[config.mk]
export PLATFORM = sky130hd
export DESIGN_NAME = frame_tx_flat
export DESIGN_NICKNAME = d
export VERILOG_FILES = /design/src/rtl/hough_pkg.sv /design/src/rtl/frame_tx_if.sv /design/src/rtl/frame_ram.sv /design/src/rtl/frame_tx.sv /design/src/flat_wrapper.sv
export SDC_FILE = /design/constraint.sdc
export NUM_CORES = 2
export LEC_CHECK = 0
export CORE_ASPECT_RATIO = 0.75
export CORE_MARGIN = 2
export CORE_UTILIZATION = 63
export DETAILED_ROUTE_END_ITERATION = 6
export HOLD_SLACK_MARGIN = 0.02
export MAX_ROUTING_LAYER = met4
export PLACE_DENSITY = 0.79
export SLEW_MARGIN = 20
export SYNTH_ARGS = -nofsm -noshare
export SYNTH_HDL_FRONTEND = slang
export SYNTH_HIERARCHICAL = 1
export SYNTH_SLANG_ARGS = --single-unit
[constraint.sdc]
create_clock -name Clk -period 4.3 [get_ports Clk]
set_clock_uncertainty 0.1 [all_clocks]
set_input_delay 0.86 -clock Clk [delete_from_list [all_inputs] [get_ports Clk]]
set_output_delay 0.86 -clock Clk [all_outputs]
set_load 0.02 [all_outputs]
[src/rtl/hough_pkg.sv]
// Shared types for the frame transmitter: FSM encoding, index/pixel widths and stream strobes.
// Pure declarations; no latency or backpressure of its own.
package hough_pkg;

    localparam int PIX_W    = 8;
    localparam int IDX_W    = 8;
    localparam int STROBE_W = 1;

    typedef enum logic [1:0] {
        IDLE   = 2'd0,
        ACTIVE = 2'd1,
        HBLANK = 2'd2,
        VBLANK = 2'd3
    } txState_t;

    typedef logic [STROBE_W-1:0] strobe_t;

    // Sideband travelling alongside a pixel read through the buffer pipeline
    typedef struct packed {
        logic    vld;
        strobe_t frame;
        strobe_t line;
    } pixMeta_t;

    function automatic int bitsFor(input int n);
        return (n > 1) ? $clog2(n) : 1;
    endfunction

endpackage

[src/rtl/frame_tx_if.sv]
// Buffer-write and pixel-stream signals of frame_tx; slave is the transmitter side.
// No flow control: writes are fire-and-forget, the stream never stalls once started.
interface frame_tx_if;
    import hough_pkg::*;

    logic                WrEn;
    logic [IDX_W-1:0]    WrI;
    logic [IDX_W-1:0]    WrJ;
    logic [PIX_W-1:0]    WrData;
    logic                Start;
    logic                Busy;
    logic [PIX_W-1:0]    Pixel;
    logic [STROBE_W-1:0] Frame;
    logic [STROBE_W-1:0] Line;
    logic                Done;

    modport master (
        output WrEn, WrI, WrJ, WrData, Start,
        input  Busy, Pixel, Frame, Line, Done
    );

    modport slave (
        input  WrEn, WrI, WrJ, WrData, Start,
        output Busy, Pixel, Frame, Line, Done
    );

endinterface

[src/rtl/frame_ram.sv]
// Single-write, single-read frame store with a registered read port (1-cycle read latency).
// No backpressure; contents are never reset.
module frame_ram #(
    parameter int DEPTH = 256,
    parameter int AW    = 8,
    parameter int DW    = 8
) (
    input  logic          Clk,
    input  logic          wrEn,
    input  logic [AW-1:0] wrAddr,
    input  logic [DW-1:0] wrData,
    input  logic [AW-1:0] rdAddr,
    output logic [DW-1:0] rdData
);

    logic [DW-1:0] mem [DEPTH];

    always_ff @(posedge Clk) begin
        if (wrEn) begin
            mem[wrAddr] <= wrData;
        end
        rdData <= mem[rdAddr];
    end

endmodule

[src/rtl/frame_tx.sv]
// Raster-scans a WIDTH x HEIGHT buffer out as a pixel stream with Frame/Line strobes and blanking.
// Pixel (0,0) appears 2 cycles after Start is sampled; free-running, no backpressure.
module frame_tx
    import hough_pkg::*;
#(
    parameter int WIDTH   = 16,
    parameter int HEIGHT  = 16,
    parameter int H_BLANK = 4,
    parameter int V_BLANK = 8
) (
    input  logic     Clk,
    input  logic     Reset,
    frame_tx_if.slave bus
);

    localparam int DEPTH = WIDTH * HEIGHT;
    localparam int AW    = bitsFor(DEPTH);
    localparam int BLK_W = bitsFor((H_BLANK > V_BLANK) ? H_BLANK : V_BLANK);

    localparam logic [IDX_W-1:0] LAST_I = IDX_W'(WIDTH - 1);
    localparam logic [IDX_W-1:0] LAST_J = IDX_W'(HEIGHT - 1);
    localparam logic [BLK_W-1:0] H_LAST = BLK_W'(H_BLANK - 1);
    localparam logic [BLK_W-1:0] V_LAST = BLK_W'(V_BLANK - 1);

    txState_t         state;
    logic [IDX_W-1:0] i;
    logic [IDX_W-1:0] j;
    logic [BLK_W-1:0] blankCnt;
    pixMeta_t         rdMeta;

    logic             wrEn;
    logic [AW-1:0]    wrAddr;
    logic [AW-1:0]    rdAddr;
    logic [PIX_W-1:0] rdData;

    // Out-of-range coordinates must be dropped, not aliased onto another pixel
    always_comb begin
        wrEn   = bus.WrEn && !bus.Busy && !Reset
              && ({1'b0, bus.WrI} < 9'(WIDTH))
              && ({1'b0, bus.WrJ} < 9'(HEIGHT));
        wrAddr = AW'(32'(bus.WrJ) * 32'(WIDTH) + 32'(bus.WrI));
        rdAddr = AW'(32'(j) * 32'(WIDTH) + 32'(i));
    end

    frame_ram #(
        .DEPTH (DEPTH),
        .AW    (AW),
        .DW    (PIX_W)
    ) u_ram (
        .Clk    (Clk),
        .wrEn   (wrEn),
        .wrAddr (wrAddr),
        .wrData (bus.WrData),
        .rdAddr (rdAddr),
        .rdData (rdData)
    );

    always_ff @(posedge Clk) begin
        if (Reset) begin
            state     <= IDLE;
            i         <= '0;
            j         <= '0;
            blankCnt  <= '0;
            rdMeta    <= '0;
            bus.Busy  <= 1'b0;
            bus.Done  <= 1'b0;
            bus.Pixel <= '0;
            bus.Frame <= '0;
            bus.Line  <= '0;
        end else begin
            // Strobes ride one stage behind the read address so they land with the RAM data
            rdMeta.vld   <= (state == ACTIVE);
            rdMeta.frame <= strobe_t'(state == ACTIVE && i == '0 && j == '0);
            rdMeta.line  <= strobe_t'(state == ACTIVE && i == '0);

            bus.Pixel <= rdMeta.vld ? rdData : '0;
            bus.Frame <= rdMeta.frame;
            bus.Line  <= rdMeta.line;
            bus.Done  <= 1'b0;

            case (state)
                IDLE: begin
                    if (bus.Start) begin
                        state    <= ACTIVE;
                        bus.Busy <= 1'b1;
                        i        <= '0;
                        j        <= '0;
                    end
                end
                ACTIVE: begin
                    if (i == LAST_I) begin
                        i        <= '0;
                        blankCnt <= '0;
                        state    <= (j == LAST_J) ? VBLANK : HBLANK;
                    end else begin
                        i <= i + IDX_W'(1);
                    end
                end
                HBLANK: begin
                    if (blankCnt == H_LAST) begin
                        state <= ACTIVE;
                        j     <= j + IDX_W'(1);
                    end else begin
                        blankCnt <= blankCnt + BLK_W'(1);
                    end
                end
                VBLANK: begin
                    if (blankCnt == V_LAST) begin
                        state    <= IDLE;
                        j        <= '0;
                        bus.Busy <= 1'b0;
                        bus.Done <= 1'b1;
                    end else begin
                        blankCnt <= blankCnt + BLK_W'(1);
                    end
                end
                default: state <= IDLE;
            endcase
        end
    end

endmodule

[src/flat_wrapper.sv]
// flat-port wrapper written by rule: the top's interface ports become plain ports
module frame_tx_flat import hough_pkg::*;
#(
    parameter int WIDTH   = 16,
    parameter int HEIGHT  = 16,
    parameter int H_BLANK = 4,
    parameter int V_BLANK = 8
)
  (Clk, Reset, bus_WrEn, bus_WrI, bus_WrJ, bus_WrData, bus_Start, bus_Busy, bus_Pixel, bus_Frame, bus_Line, bus_Done);
  frame_tx_if bus_i ();
  input  logic Clk;
  input  logic Reset;
  input wire logic [$bits(bus_i.WrEn)-1:0] bus_WrEn;
  input wire logic [$bits(bus_i.WrI)-1:0] bus_WrI;
  input wire logic [$bits(bus_i.WrJ)-1:0] bus_WrJ;
  input wire logic [$bits(bus_i.WrData)-1:0] bus_WrData;
  input wire logic [$bits(bus_i.Start)-1:0] bus_Start;
  output wire logic [$bits(bus_i.Busy)-1:0] bus_Busy;
  output wire logic [$bits(bus_i.Pixel)-1:0] bus_Pixel;
  output wire logic [$bits(bus_i.Frame)-1:0] bus_Frame;
  output wire logic [$bits(bus_i.Line)-1:0] bus_Line;
  output wire logic [$bits(bus_i.Done)-1:0] bus_Done;
  assign bus_i.WrEn = bus_WrEn;
  assign bus_i.WrI = bus_WrI;
  assign bus_i.WrJ = bus_WrJ;
  assign bus_i.WrData = bus_WrData;
  assign bus_i.Start = bus_Start;
  assign bus_Busy = bus_i.Busy;
  assign bus_Pixel = bus_i.Pixel;
  assign bus_Frame = bus_i.Frame;
  assign bus_Line = bus_i.Line;
  assign bus_Done = bus_i.Done;
  frame_tx #(.WIDTH(WIDTH), .HEIGHT(HEIGHT), .H_BLANK(H_BLANK), .V_BLANK(V_BLANK)) u_core (.Clk(Clk), .Reset(Reset), .bus(bus_i));
endmodule
==> out/summary.txt <==
status: complete, no violations
CTS H-Tree Depth: 4
top post-synthesis cells by area: edfxtp_1, mux4_2, mux2i_1
Post-DP HPWL: 125000 um
Max VDD drop: 0.000562 V
TritonCTS clock tree: yes
Async SR Flop Fraction: 0%
Startpoint Class: flip-flop
Worst R2R Start: u_core/i[4]
min Tclk post-route: 4.09 ns
Fin Setup TNS: 0 ns
initial DRC count: 7148
Setup Fix Bufs, Post-CTS: 0
CTS Root Cell: clkbuf_16
post-cts sizing count: 0
row cnt: 114
synthesis-stage register bit count: 2092
Die Y: 315 um
crit end category: flip-flop
Die W: 419 um
ys flop type: edfxtp_1
post-synthesis cell count: 3928
post-synth net total: 3975
Max clock buf depth: 3
syn_area_per_cell: 20.7 um^2
Post-synth top cells: edfxtp_1, mux4_2, nor2_1, mux2i_1, a22oi_1
final hold slack: 0.342 ns
Initial Util: 63.3%
number of global-route vias before repair: 42.7k
net count reported at finish: 4421
crit-path cells: ha_2 -> a21o_1 -> a21oi_1 -> xnor2_2 -> and3b_1 -> o221ai_1 -> o22ai_1 -> nor3_1 -> nor4_1 -> buf_4 -> nor4_2
busiest grt layer: met2
cts hold-fix bufs: 0
Clk Latency, worst-skew pair: 0.83 ns
clock sink count: 2092
met3 GRT Util: 8.18%
crit path max-delay cell type: xnor2_2
post-synth top area share: 75.6%
Routed WL: 208000 um
met1 Usage GRT: 47.2%
area leader, netlist: edfxtp_1
CP endpoint: u_core/u_ram/rdData[2]
first-pass GRT wire length: 303000 um
Port Buf Inserts: 39
reg-to-reg slack, setup: 0.21 ns
Netlist cell types: 76
Crit path arrival time: 4.66 ns
Max Cap Viol: 0
Max Clk Rate: 244 MHz
Vias/cell: 6.93
Slew @ Worst Pin: 1.16 ns
Worst R2R End: u_core/u_ram/rdData[2]
initial antenna violation count: 7
PwrDens: 501 nW/um^2
Crit Path Category: flip-flop to flip-flop
Hold Path Class: flip-flop to flip-flop
fin crit share: 95.2%
number of synthesized flops with an enable pin: 2048
sequential-to-total area share from yosys stat: 76.6%
Area Overhead vs Synth: 13.5%
io pins: 40
Rel. slew slack: 22.1%
DRC violations left: 0
Die Area: 132000 um^2
RSZ-0062 raised after global routing: no
GPL Wtd Cong: 0.897
Syn. warnings: 6
critical path data required time: 4.86 ns
GR Util All Layers: 33.2%
Worst R2R Path Depth: 11
Critical Path Max Stage Delay: 0.92 ns
clock slew at reported path FFs: 0.06 ns
crit path from: u_core/i[4]
layout cell share with drive strength beyond 1: 26.7%
largest net degree at the start of global routing: 113
first drt pass iteration count: 6
final-report max-slew violation count: 0
P_leak: 0.0287 uW
DR WL/cell: 33.2 um
CTS Buf Count: 182
vias: 43.5k
GR Layer Usage met2: 48.2%
synthesized cell area: 81400 um^2
most frequent cell after synthesis: edfxtp_1
Final Hold Vio Count: 0
Crit Path Max Fanout: 14
core area: 129000 um^2
final setup vio count: 0
antenna-violating nets left: 0
grt ovf: 0
[cell type report]
cell class	instances	area [um^2]
antenna	12	30.0
multi-input combinational	1589	17600
inverter	12	45.0
tap	1740	2180
fill	7147	36100
clock inverter	117	1110
sequential	2092	62400
clock buffer	225	4750
timing repair buffer	497	4330
[power by group]
group / switching (uW) / internal [uW]
clock network: 7370 / 8880
logic: 4090 / 3400
registers: 115 / 22400
[worst min-delay path by stage]
stage,from,endpoint,slack (ns),depth (start not counted)
3_5_place_dp,u_core/rdMeta[0],u_core/bus.Line,0.33,1
4_1_cts,u_core/rdMeta[0],u_core/bus.Line,0.35,1
3_3_place_gp,u_core/rdMeta[0],u_core/bus.Line,0.32,1
2_1_floorplan,u_core/u_ram/rdData[0],u_core/bus.Pixel[0],0.31,1
5_1_grt,u_core/rdMeta[1],u_core/bus.Frame,0.36,1
6_report,u_core/rdMeta[0],u_core/bus.Line,0.34,1
[through the flow]
step	area (um^2)	util, %	setup slack [ns]	total power, uW	std cells
floorplan	81400	-	0.969	28300	3928
global placement	86500	67.3	0.158	30200	5930
detailed placement	86500	67.3	0.0497	30300	5930
CTS	92400	71.9	0.385	46400	6272
global route	92400	71.9	0.169	47500	6278
finish	92400	71.9	0.207	46300	6284
[worst max-delay path: cells and delay by family (launching register included)]
family | cells | cell delay [ns]
AOI/OAI and AO/OA | 4 | 0.80
xor gates and xnor gates | 1 | 0.92
adders and majority gates | 1 | 0.25
buffers and inverters | 1 | 0.24
DFF | 1 | 0.52
and+or+nand+nor | 4 | 1.10
[flip-flops by register name, summed over array words and instances (netlist names), 2 cells and up]
register,flops
u_core/rdMeta,3
u_core/u_ram/mem,2048
u_core/u_ram/rdData,8
u_core/blankCnt,3
u_core/state,2
u_core/bus.Pixel,8
u_core/j,8
u_core/i,8
[layer usage]
metal  up-vias  part of all wire (%)
met3       467                    13
met2      3407                    47
met4         0                   3.5
met5         -                     0
li1      17280                     -
met1     22391                    37
[placed cells by master, fill, tap and decap left out, types with 40 or more instances in the layout]
cell and n:
a21oi_1 111, a22oi_1 133, buf_4 420, clkbuf_1 41, clkbuf_16 183, dfxtp_1 40, edfxtp_1 2048, mux2i_1 136
mux4_2 454, nand2_1 42, nand3_1 41, nor2_1 295, o221ai_1 46
[cells by family (layout without fill, tap and decap cells)]
group	Yosys count	count (layout)	share of synthesized area, %
compound gates	428	428	3.68
simple gates	538	538	3.08
flops	2092	2092	76.6
fa+ha+maj	19	19	0.311
buf+inv	247	851	1.85
other cells	0	12	0
xor+xnor	11	11	0.118
mux	593	593	14.3
Power figures use the tool's default switching activity.
